**src/rtl/tlb_inv_seq.sv**
```systemverilog
// tlb_inv_seq: INVTLB sequencer. Accepts one invalidate request, walks the
// TLB entries one per cycle, and clears the E bit of every matching entry.
// Optional feature macro: INVTLB_FAST_ALL_EN (ops 0/1 clear all entries in
// one cycle through clr_all instead of walking).
module tlb_inv_seq #(
    parameter int TLBNUM = 16,
    localparam int IW = $clog2(TLBNUM)
) (
    input  logic          aclk,
    input  logic          aresetn,
    input  logic          req_valid,
    output logic          req_ready,
    input  logic [4:0]    req_op,
    input  logic [9:0]    req_asid,
    input  logic [18:0]   req_vppn,
    output logic [IW-1:0] rd_idx,
    input  logic          rd_e,
    input  logic          rd_g,
    input  logic [9:0]    rd_asid,
    input  logic [5:0]    rd_ps,
    input  logic [18:0]   rd_vppn,
    output logic          clr_en,
    output logic [IW-1:0] clr_idx,
    output logic          clr_all,
    output logic          busy,
    output logic          done,
    output logic          err
);

    typedef enum logic [1:0] {
        IDLE = 2'd0,
        SCAN = 2'd1,
        FIN  = 2'd2
    } state_t;

    localparam logic [IW-1:0] LAST_IDX = IW'(TLBNUM - 1);
    localparam logic [4:0]    MAX_OP   = 5'd6;

    state_t        state;
    state_t        state_next;
    logic [IW-1:0] idx;
    logic [4:0]    op_q;
    logic [9:0]    asid_q;
    logic [18:0]   vppn_q;
    logic          err_q;
    logic          accept;
    logic          op_legal;
    logic          va_hit;
    logic          asid_hit;
    logic          match;

    assign accept   = (state == IDLE) && req_valid;
    assign op_legal = (req_op <= MAX_OP);

    // State register
    always_ff @(posedge aclk or negedge aresetn) begin
        if (!aresetn) begin
            state <= IDLE;
        end else begin
            state <= state_next;
        end
    end

    // Next-state selection
    always_comb begin
        state_next = state;
        unique case (state)
            IDLE: begin
                if (req_valid) begin
                    if (!op_legal) begin
                        state_next = FIN;
                    end else begin
`ifdef INVTLB_FAST_ALL_EN
                        state_next = (req_op <= 5'd1) ? FIN : SCAN;
`else
                        state_next = SCAN;
`endif
                    end
                end
            end
            SCAN: begin
                if (idx == LAST_IDX) begin
                    state_next = FIN;
                end
            end
            FIN: begin
                state_next = IDLE;
            end
            default: begin
                state_next = IDLE;
            end
        endcase
    end

    // Request operands, walk index and latched error flag
    always_ff @(posedge aclk or negedge aresetn) begin
        if (!aresetn) begin
            idx    <= '0;
            op_q   <= '0;
            asid_q <= '0;
            vppn_q <= '0;
            err_q  <= 1'b0;
        end else begin
            if (accept) begin
                op_q   <= req_op;
                asid_q <= req_asid;
                vppn_q <= req_vppn;
                idx    <= '0;
                err_q  <= !op_legal;
            end else if (state == SCAN) begin
                if (idx != LAST_IDX) begin
                    idx <= idx + IW'(1);
                end
            end else if (state == FIN) begin
                idx   <= '0;
                err_q <= 1'b0;
            end
        end
    end

`ifdef INVTLB_FAST_ALL_EN
    logic fast_q;

    // Marks an accepted op 0/1 that bypasses the walk
    always_ff @(posedge aclk or negedge aresetn) begin
        if (!aresetn) begin
            fast_q <= 1'b0;
        end else if (accept) begin
            fast_q <= (req_op <= 5'd1);
        end else if (state == FIN) begin
            fast_q <= 1'b0;
        end
    end

    assign clr_all = (state == FIN) && fast_q;
`else
    assign clr_all = 1'b0;
`endif

    // Entry compare: a 2MB page (PS=21) compares only VPPN[18:9]
    always_comb begin
        asid_hit = (rd_asid == asid_q);
        if (rd_ps == 6'd21) begin
            va_hit = (rd_vppn[18:9] == vppn_q[18:9]);
        end else begin
            va_hit = (rd_vppn == vppn_q);
        end
        unique case (op_q)
            5'd0, 5'd1: match = 1'b1;
            5'd2:       match = rd_g;
            5'd3:       match = !rd_g;
            5'd4:       match = !rd_g && asid_hit;
            5'd5:       match = !rd_g && asid_hit && va_hit;
            5'd6:       match = (rd_g || asid_hit) && va_hit;
            default:    match = 1'b0;
        endcase
        match = match && rd_e;
    end

    assign req_ready = (state == IDLE);
    assign busy      = (state != IDLE);
    assign done      = (state == FIN);
    assign err       = (state == FIN) && err_q;
    assign rd_idx    = idx;
    assign clr_idx   = idx;
    assign clr_en    = (state == SCAN) && match;

endmodule
```
**config.mk**
```make
export PLATFORM = sky130hd
export DESIGN_NAME = tlb_inv_seq
export DESIGN_NICKNAME = d
export VERILOG_FILES = /design/src/rtl/tlb_inv_seq.sv
export SDC_FILE = /design/constraint.sdc
export NUM_CORES = 1
export LEC_CHECK = 0
export BUFFER_PORTS_ARGS = -buffer_cell sky130_fd_sc_hd__buf_2
export CORE_ASPECT_RATIO = 0.75
export CORE_MARGIN = 2
export CORE_UTILIZATION = 49
export CTS_CLUSTER_SIZE = 20
export DETAILED_ROUTE_END_ITERATION = 16
export GPL_TIMING_DRIVEN = 0
export PLACE_DENSITY_LB_ADDON = 0.15
export SYNTH_ARGS = -nofsm -noshare
export SYNTH_HDL_FRONTEND = slang
export SYNTH_SLANG_ARGS = --single-unit
```
**constraint.sdc**
```tcl
create_clock -name aclk -period 2.1 [get_ports aclk]
set_input_delay 0 -clock aclk [delete_from_list [all_inputs] [get_ports aclk]]
set_output_delay 0 -clock aclk [all_outputs]
set_load 0.01 [all_outputs]
```
==> metrics.md, run 1 <==
| Metric | Value |
|---|---|
| Post-Syn Nets | `about 260` |
| Clock Latency Late Sink | `0.30 ns` |
| Max VDD drop | `0.550 mV` |
| DRT antenna net count | `0` |
| Most common cell after layout, fill and taps aside | `buf_2` |
| Port buffer count | `between 80 and 90` |
| DR DRC count | `0` |
| Most frequent CP cell | `buf_2` |
| Final period util | `just under 90%` |
| Clock slew at reported path FFs | `approximately 0.080 ns` |
| Slew @ Worst Pin | `just over 0.9 ns` |
| CTS tree | `built` |
| Drt total wl | `5010 um` |
| Post-layout net count | `around 390` |
| FMAX | `roughly 540 MHz` |
| Total GRT Usage | `roughly 21%` |
| Area grow syn2layout | `41.4%` |
| Placed instance count | `~330` |
| Final HPWL DP | `3380 um` |
| DIE HEIGHT | `roughly 63 um` |
| Clk_skew | `0.00999 ns` |
| Vias per cell | `about 5` |
| CTS buffer count | `5` |
| Status | `complete, no violations` |
| CORE AREA | `between 0.004 and 0.005 mm2` |
| Final hold vios | `0` |
| ANT cells | `0` |
| Num rows | `21` |
| Final setup vio count | `0` |
| Crit path largest cell delay | `~0.37 ns` |
| TNS Setup | `0 ns` |
| Largest net degree at the start of global routing | `42` |
| Cell Area, Synth | `about 0.0023 mm2` |
| Initial DRC Count | `~70` |
| Seq/Total Area, Yosys | `between 40 and 50%` |
| Vias | `about 1900` |
| Final cell count without fillers | `between 300 and 400` |
| Cells after synthesis | `184` |
| Initial Util | `51.2%` |
| Setup crit end kind | `output pin` |
| Io pins | `88` |
| GPL Wtd Cong | `0.730` |
| Unrepaired setup endpoints after global routing | `no` |
| Worst Hold Class | `in -> reg` |
| Die X | `82.9 um` |
| WP data required | `roughly 2.1 ns` |
| Initial antenna violation count | `0` |
| First-pass GRT wire length | `around 8600 um` |
| Routed WL per cell | `13.5 um` |
| Slowest CP cell | `dfrtp_1` |
| FF+latch count, synth | `slightly above 40` |
| CTS H-tree depth | `2` |
| Critical path class | `reg -> out` |
| Synth unique cells | `38` |
| Mapped Avg Cell Area | `~12 um2` |
| CTS sink cnt | `41` |
| Yosys warns | `0` |
| Clock Tree Root | `clkbuf_8` |
| GR Overflow Total | `0` |
| Static leakage | `1.53 nW` |
| Crit path buffers/inverters | `2` |
| Pwr dens | `about 900 mW/mm2` |
| Vias in the first global route | `slightly below 2000` |
| CP Launch Type | `flop` |
| Ratio of cells with drive above 1 in the final layout | `44.4%` |
| Tmin final | `between 1.5 and 2 ns` |
| Async set-reset flop share out of synthesis | `100%` |
| Critical path arrival | `approximately 1.9 ns` |
| Max-Cap Viols | `0` |
| Max-slew headroom | `a little under 40%` |
| Die Area | `approximately 0.0052 mm2` |
| Max Slew Vio Count | `0` |
| Drt pass-1 iters | `4` |
| Clock buffer depth | `2` |
| Post-synth EDFFs | `0` |
| Commonest non-fill, non-tap cells in the layout | `87 x buf_2, 41 x dfrtp_1, 35 x dlygate4sd3_1, 28 x mux2_4, 21 x xnor2_1` |
| Synth Flop Type | `dfrtp_1` |
| CP top delay family | `flip-flops` |
| Critical-path maximum fanout | `7` |
| Filler cells | `approximately 340` |
| Worst-path cell chain | `buf_2 > xor2_1 > nand4_1 > nor3_2 > o21ai_2 > a221oi_2 > buf_2` |
==> final timing paths <==
kind	startpoint	slack, ns	endpoint	cells past startpoint
worst max-delay path	op_q[1]	0.25	clr_en	7
worst min-delay path	req_valid	0.11	state[0]	5
worst max register to register	state[0]	0.50	asid_q[7]	4
worst min register to register	op_q[3]	0.51	op_q[3]	1
max in group asynchronous	aresetn	1.15	vppn_q[17]	2
min in group asynchronous	aresetn	0.36	clr_idx[1]	2
==> state kept, by name, summed over array words and instances (netlist names) <==
signal and flops:
err_q 1, asid_q 10, op_q 5, state 2, clr_idx 4, vppn_q 19
==> layer usage <==
| metal | up-vias | track usage [%] | share of wire [%] |
|---|---|---|---|
| met5 | - | 0 | 0 |
| met3 | 11 | 5.11 | 6.8 |
| met4 | 0 | 7.79 | 1.8 |
| met1 | 871 | 25.9 | 43 |
| li1 | 903 | - | - |
| met2 | 69 | 34.3 | 49 |
==> where the power goes <==
| part | internal [mW] | leakage, nW | switching (mW) |
|---|---|---|---|
| Sequential | 1.06 | 0.490 | 0.219 |
| Clock | 0.236 | 0.0395 | 0.265 |
| Combinational | 0.736 | 1.00 | 0.433 |
| Total | 2.04 | 1.53 | 0.916 |
==> stage by stage <==
step / setup WS, ns / util (%) / power [mW] / hold slack, ns / cell area [um2]
detailed placement: 0.518 / 62.4 / 2.41 / 0.193 / 2790
finish: 0.246 / 72.4 / 2.95 / 0.112 / 3230
CTS: 0.186 / 72.0 / 2.97 / 0.104 / 3220
floorplan: 0.621 / - / 2.13 / -0.296 / 2290
global route: 0.00972 / 72.4 / 3.16 / 0.133 / 3230
global placement: 0.509 / 62.4 / 2.39 / 0.192 / 2790
==> cells by family after synthesis <==
group	count (synthesis)	share of synthesized area, %
flops	41	44.9
compound gates	22	6.18
mux	33	20.9
fa+ha+maj	1	0.547
other cells	1	0.164
simple gates	40	10.2
xor+xnor	30	11.5
buf+inv	16	5.64
==> synthesized netlist by cell type, types with 2 or more instances <==
cell type / n / area share (%)
o22ai_1: 2 / 0.55
dfrtp_1: 41 / 45
a21oi_1: 5 / 1.1
buf_12: 3 / 2.6
nand4_1: 5 / 1.4
nor3_1: 3 / 0.66
a31oi_1: 4 / 1.1
o21ai_0: 5 / 1.1
nand2_1: 6 / 0.99
mux2_2: 5 / 2.5
xor2_1: 9 / 3.4
mux2_4: 28 / 18
buf_4: 5 / 1.6
xnor2_1: 21 / 8.0
inv_1: 5 / 0.82
clkbuf_1: 2 / 0.33
nand3_1: 6 / 1.3
nor2_1: 7 / 1.1
nor4_1: 3 / 0.82
==> worst reg2reg max path: stages (launching register included) <==
cell	delay (ns)
dfrtp_1	0.46
or2_4	0.31
nor2_8	0.21
buf_12	0.19
mux2_4	0.31
==> cell type report <==
class,count,area (um2),area share (%)
inverters,5,18.8,0.580
clock buffers,8,80.1,2.48
flip-flops and latches,41,1030,31.7
well taps,57,71.3,2.21
repair buffers,121,781,24.1
multi-input cells,127,1150,35.4
plain buffers,11,110,3.41
==> timing repair <==
item	CTS	global route
setup endpoints to repair	0	1
setup buffers	0	0
resized for setup	0	3
hold buffers	35	0
endpoints found under the hold margin	75	0
Note: power is estimated with default switching activity, not from simulation.
==> run 2, diff against run 1 <==
Settings changed: CORE_ASPECT_RATIO 0.75 to 0.7.
==> metrics.md, run 2 (same netlist as run 1, synthesis figures left out) <==
| Metric | Value |
|---|---|
| WP data required | `~2.1 ns` |
| Vias in the first global route | `approximately 1900` |
| Num rows | `20` |
| Worst setup path startpoint | `op_q[1]` |
| Wire length on met2 | `roughly 2300 um` |
| DP Worst Slack | `around 0.5 ns` |
| Post-Route Utilization | `between 70% and 80%` |
| Static leakage | `1.53 nW` |
| CP Launch Type | `flop` |
| Max Slew Vio Count | `0` |
| First-pass GRT wire length | `about 8400 um` |
| Worst Hold Class | `in -> reg` |
| Io pins | `88` |
| Max reg flops | `19` |
| Crit path capture | `clr_en` |
| Largest register by flop count | `vppn_q` |
| Drt pass-1 iters | `4` |
| TNS Setup | `0 ns` |
| Clk_skew | `between 0.004 and 0.005 ns` |
| Critical-path maximum fanout | `7` |
| DRT antenna net count | `0` |
| Clock slew at reported path FFs | `0.07 ns` |
| DR DRC count | `0` |
| Setup crit end kind | `output pin` |
| Post-layout net count | `387` |
| Clock Latency Late Sink | `roughly 0.28 ns` |
| Final period util | `89.8%` |
| Total GRT Usage | `roughly a fifth` |
| Initial Util | `between 50% and 60%` |
| Worst reg2reg endpoint | `vppn_q[12]` |
| Die X | `85.6 um` |
| Initial antenna violation count | `0` |
| Filler cells | `roughly 330` |
| ANT cells | `0` |
| CTS sink cnt | `slightly above 40` |
| Biggest regs | `vppn_q: 19 flops, asid_q: 10 flops, op_q: 5 flops` |
| Commonest non-fill, non-tap cells in the layout | `87 x buf_2, 41 x dfrtp_1, 35 x dlygate4sd3_1, 28 x mux2_4, 21 x xnor2_1` |
| Max-slew headroom | `about two fifths` |
| GPL Wtd Cong | `0.840` |
| Final HPWL DP | `3470 um` |
| CTS tree | `built` |
| Critical path class | `reg -> out` |
| Routed WL per cell | `approximately 14 um` |
| CTS buffer count | `5` |
| M1 wire length | `about 2400 um` |
| Final setup vio count | `0` |
| Flop2flop setup slack | `~0.51 ns` |
| Tmin final | `~1.9 ns` |
| Reg2reg start | `state[0]` |
| Port buffer count | `86` |
| Highest metal used | `met4` |
| GR Overflow Total | `0` |
| FMAX | `between 500 and 600 MHz` |
| Unrepaired setup endpoints after global routing | `no` |
| Clock buffer depth | `2` |
| Area grow syn2layout | `40.9%` |
| Final Power | `~3.0 mW` |
| Critical path arrival | `approximately 1.9 ns` |
| Final hold vios | `0` |
| Pwr dens | `918 mW/mm2` |
| Slew @ Worst Pin | `~0.91 ns` |
| Largest net degree at the start of global routing | `42` |
| Max VDD drop | `0.542 mV` |
| Max-Cap Viols | `0` |
| Drt total wl | `~5000 um` |
| Metal3 WL | `approximately 240 um` |
| Status | `complete, no violations` |
| Clock Tree Root | `clkbuf_8` |
| CTS H-tree depth | `2` |
| Vias per cell | `roughly 5` |
| Most common cell after layout, fill and taps aside | `buf_2` |
| Vias | `about 1800` |
| DIE HEIGHT | `~60 um` |
| Initial DRC Count | `60` |
| Die Area | `0.00524 mm2` |
| FF-to-FF path depth | `4` |
| CORE AREA | `between 0.004 and 0.005 mm2` |
| Final Worst Setup Slack | `between 0.2 and 0.25 ns` |
| Ratio of cells with drive above 1 in the final layout | `43.9%` |
-- run 2: cell types whose count changed in the layout (fill, tap and decap cells not counted) --
cell      previous run  this run
nor3_2               1         0
nor3_1               2         3
nor4_1               2         3
o21ai_1              0         1
o21ai_2              1         0
nor4_2               1         0
clkbuf_1             5         3
clkbuf_8             5         6
-- run 2: cell type report --
type	instances	area, um2	share of cell area [%]
multi-input cells	127	1130	35.1
flip-flops and latches	41	1030	31.8
repair buffers	121	781	24.2
plain buffers	11	110	3.42
clock buffers	7	86.3	2.68
well taps	55	68.8	2.14
inverters	5	18.8	0.583
-- run 2: timing repair --
action,CTS,global route
hold endpoints to repair,75,0
gates resized for setup,0,0
setup buffers,0,0
endpoints found under the setup margin,0,0
hold buffers,35,0
-- run 2: worst min-delay path by stage --
| stage | endpoint | slack (ns) | cells after the start | startpoint |
|---|---|---|---|---|
| after floorplan | asid_q[0] | -0.30 | 0 | aresetn |
| after global placement | vppn_q[9] | 0.18 | 1 | aresetn |
| after detailed placement | vppn_q[12] | 0.19 | 1 | aresetn |
| after CTS | state[0] | 0.10 | 5 | req_valid |
| after global routing | state[0] | 0.15 | 5 | req_valid |
| final | state[0] | 0.11 | 5 | req_valid |
-- run 2: stage by stage --
stage                     cell area [um2]  hold WS [ns]  std cells
after global placement               2790         0.180        325
after CTS                            3220         0.105        367
final                                3220         0.115        367
after floorplan                      2290        -0.296        184
after detailed placement             2790         0.185        325
after global routing                 3220         0.151        367
-- run 2: worst max-delay path: stages (launching register included) --
cell	delay [ns]
dfrtp_1	0.36
buf_2	0.16
xor2_1	0.19
nand4_1	0.13
nor3_1	0.20
o21ai_1	0.14
a221oi_2	0.25
buf_2	0.17
-- run 2: power by group --
group / internal (mW) / switching (mW) / total (mW)
Combinational: 0.736 / 0.426 / 1.16
Sequential: 1.06 / 0.223 / 1.29
Clock: 0.261 / 0.248 / 0.508
Total: 2.06 / 0.897 / 2.96
-- run 2: per-layer routing --
metal  global-route usage (%)  vias to the layer above
li1                         -                      901
met1                     27.2                      843
met2                     35.8                       51
met3                     4.96                        4
met4                     4.76                        0
met5                        0                        -
==> run 3, diff against run 2 <==
Settings changed: CORE_UTILIZATION 49 to 53.
Clock period 2.1 ns to 2.2 ns, I/O delays scaled along.
==> metrics.md, run 3 (same netlist as run 1, synthesis figures left out) <==
| Metric | Value |
|---|---|
| Status | `complete, no violations` |
| Max-Cap Viols | `0` |
| Critical-path maximum fanout | `2` |
| Vias in the first global route | `about 1900` |
| Worst reg2reg endpoint | `vppn_q[17]` |
| Crit path largest cell delay | `around 0.44 ns` |
| Setup crit end kind | `output pin` |
| Tmin final | `approximately 1.9 ns` |
| Num rows | `19` |
| Filler cells | `248` |
| Largest register by flop count | `vppn_q` |
| Clock buffer depth | `2` |
| Resize count post-CTS | `0` |
| Clock Latency Late Sink | `between 0.2 and 0.3 ns` |
| Clock Tree Root | `clkbuf_8` |
| First-pass GRT wire length | `between 8000 and 9000 um` |
| P_int | `roughly 2.1 mW` |
| FF-to-FF path depth | `4` |
| Clock slew at reported path FFs | `approximately 0.08 ns` |
| Largest net degree at the start of global routing | `42` |
| Vias | `roughly 1900` |
| Ratio of cells with drive above 1 in the final layout | `around 44%` |
| Drt pass-1 iters | `4` |
| Io pins | `slightly below 90` |
| Worst Hold Class | `in -> reg` |
| Area grow syn2layout | `42.1%` |
| Pwr dens | `roughly 920 mW/mm2` |
| Psw | `about 0.90 mW` |
| Max VDD drop | `approximately 0.7 mV` |
| Final setup vio count | `0` |
| Post-layout net count | `about 390` |
| GPL Wtd Cong | `0.848` |
| Reg2reg start | `state[0]` |
| Comb power frac | `between 30% and 40%` |
| Flop2flop setup slack | `roughly 0.58 ns` |
| Finished Cell Area | `~0.0032 mm2` |
| DR DRC count | `0` |
| CTS buffer count | `5` |
| Final Power | `approximately 3.0 mW` |
| Seq pwr share | `between 40 and 50%` |
| ANT cells | `0` |
| Worst hold path depth | `5` |
| WP data required | `roughly 2.2 ns` |
| CTS H-tree depth | `2` |
| DRT antenna net count | `0` |
| Max Slew Vio Count | `0` |
| Dpl cell area | `~0.0028 mm2` |
| Drt total wl | `5270 um` |
| CORE AREA | `approximately 0.004 mm2` |
| Clk_skew | `0.00765 ns` |
| CP Launch Type | `flop` |
| Final period util | `approximately 85%` |
| Die X | `about 82 um` |
| Final HPWL DP | `around 3500 um` |
| GR Overflow Total | `0` |
| Total GRT Usage | `about a quarter` |
| Most common cell after layout, fill and taps aside | `buf_2` |
| Die Area | `0.00486 mm2` |
| DIE HEIGHT | `~59 um` |
| Critical path class | `reg -> out` |
| Slew @ Worst Pin | `slightly below 0.9 ns` |
| Final hold vios | `0` |
| Port buffer count | `86` |
| Slowest CP cell | `nor4_1` |
| Switching Fraction | `between 30% and 40%` |
| FMAX | `between 500 and 600 MHz` |
| Initial Util | `between 50% and 60%` |
| Biggest regs | `vppn_q: 19 flops, asid_q: 10 flops, op_q: 5 flops` |
| CTS sink cnt | `around 40` |
| Critical path arrival | `1.86 ns` |
| Crit path buffers/inverters | `1` |
| Static leakage | `1.55 nW` |
| Vias per cell | `between 5 and 6` |
| CP top delay family | `simple AND/OR/NAND/NOR gates` |
| Initial antenna violation count | `0` |
| Worst-path cell chain | `xor2_1 > nor4_1 > a31oi_1 > a221oi_2 > buf_2` |
| Max-slew headroom | `40.8%` |
| Initial DRC Count | `between 60 and 70` |
| Routed WL per cell | `roughly 14 um` |
| TNS Setup | `0 ns` |
| Worst path depth | `5` |
| Commonest non-fill, non-tap cells in the layout | `87 x buf_2, 41 x dfrtp_1, 35 x dlygate4sd3_1, 28 x mux2_4, 21 x xnor2_1` |
| Multi-input combinational cell area | `~0.0011 mm2` |
| Total setup buffers inserted after CTS | `0` |
| Crit path capture | `clr_en` |
| Clock power share | `around a fifth` |
| Worst setup path startpoint | `asid_q[9]` |
| Max reg flops | `19` |
| CTS tree | `built` |
| Register area | `roughly 0.0010 mm2` |
| Worst hold slack | `approximately 0.12 ns` |
| Unrepaired setup endpoints after global routing | `no` |
[run 3: cell count changes in the layout (fill, tap and decap cells not counted), sizes merged]
cell and change:
bufinv +1
[run 3: what timing repair did]
| item | CTS | global route |
|---|---|---|
| setup endpoints to repair | 0 | 0 |
| hold buffers | 35 | 0 |
| endpoints found under the hold margin | 75 | 0 |
[run 3: worst min-delay path by stage]
stage / to / start
floorplan: asid_q[0] / aresetn
global placement: vppn_q[17] / aresetn
detailed placement: vppn_q[17] / aresetn
CTS: state[0] / req_valid
global route: state[0] / req_valid
finish: state[0] / req_valid
[run 3: worst register-to-register path, stage by stage, from the launching register on]
cell and delay [ns]:
dfrtp_1 0.47, or2_4 0.32, nor2_8 0.22, buf_12 0.19
mux2_4 0.31
[run 3: area by class of cell]
cell class / count / share of cell area, %
multi-input combinational: 127 / 34.8
sequential: 41 / 31.6
timing repair buffer: 121 / 24.0
buffer: 11 / 3.39
clock buffer: 7 / 2.66
tap: 52 / 2.00
clock inverter: 1 / 0.924
inverter: 5 / 0.578
[run 3: power by group through the flow]
stage	Sequential [mW]	Clock, mW	Combinational, mW
floorplan	1.19	0	0.841
global placement	1.23	0	1.04
detailed placement	1.24	0	1.08
CTS	1.23	0.637	1.13
global route	1.27	0.667	1.23
finish	1.23	0.625	1.13
[run 3: per-layer routing]
| layer | share of wire (%) | GRT usage (%) | wire (um) |
|---|---|---|---|
| met2 | 47 | 38.9 | 2480 |
| met4 | 1.6 | 7.73 | 82 |
| met3 | 6.9 | 5.98 | 364 |
| met5 | 0 | 0 | 0 |
| met1 | 44 | 30.4 | 2340 |
[run 3: per-stage QoR]
step	setup WS (ns)	std cells	utilization (%)
floorplan	0.721	184	-
global placement	0.600	322	69.2
detailed placement	0.594	322	69.2
CTS	0.300	365	80.8
global route	0.208	365	80.8
finish	0.336	365	80.8
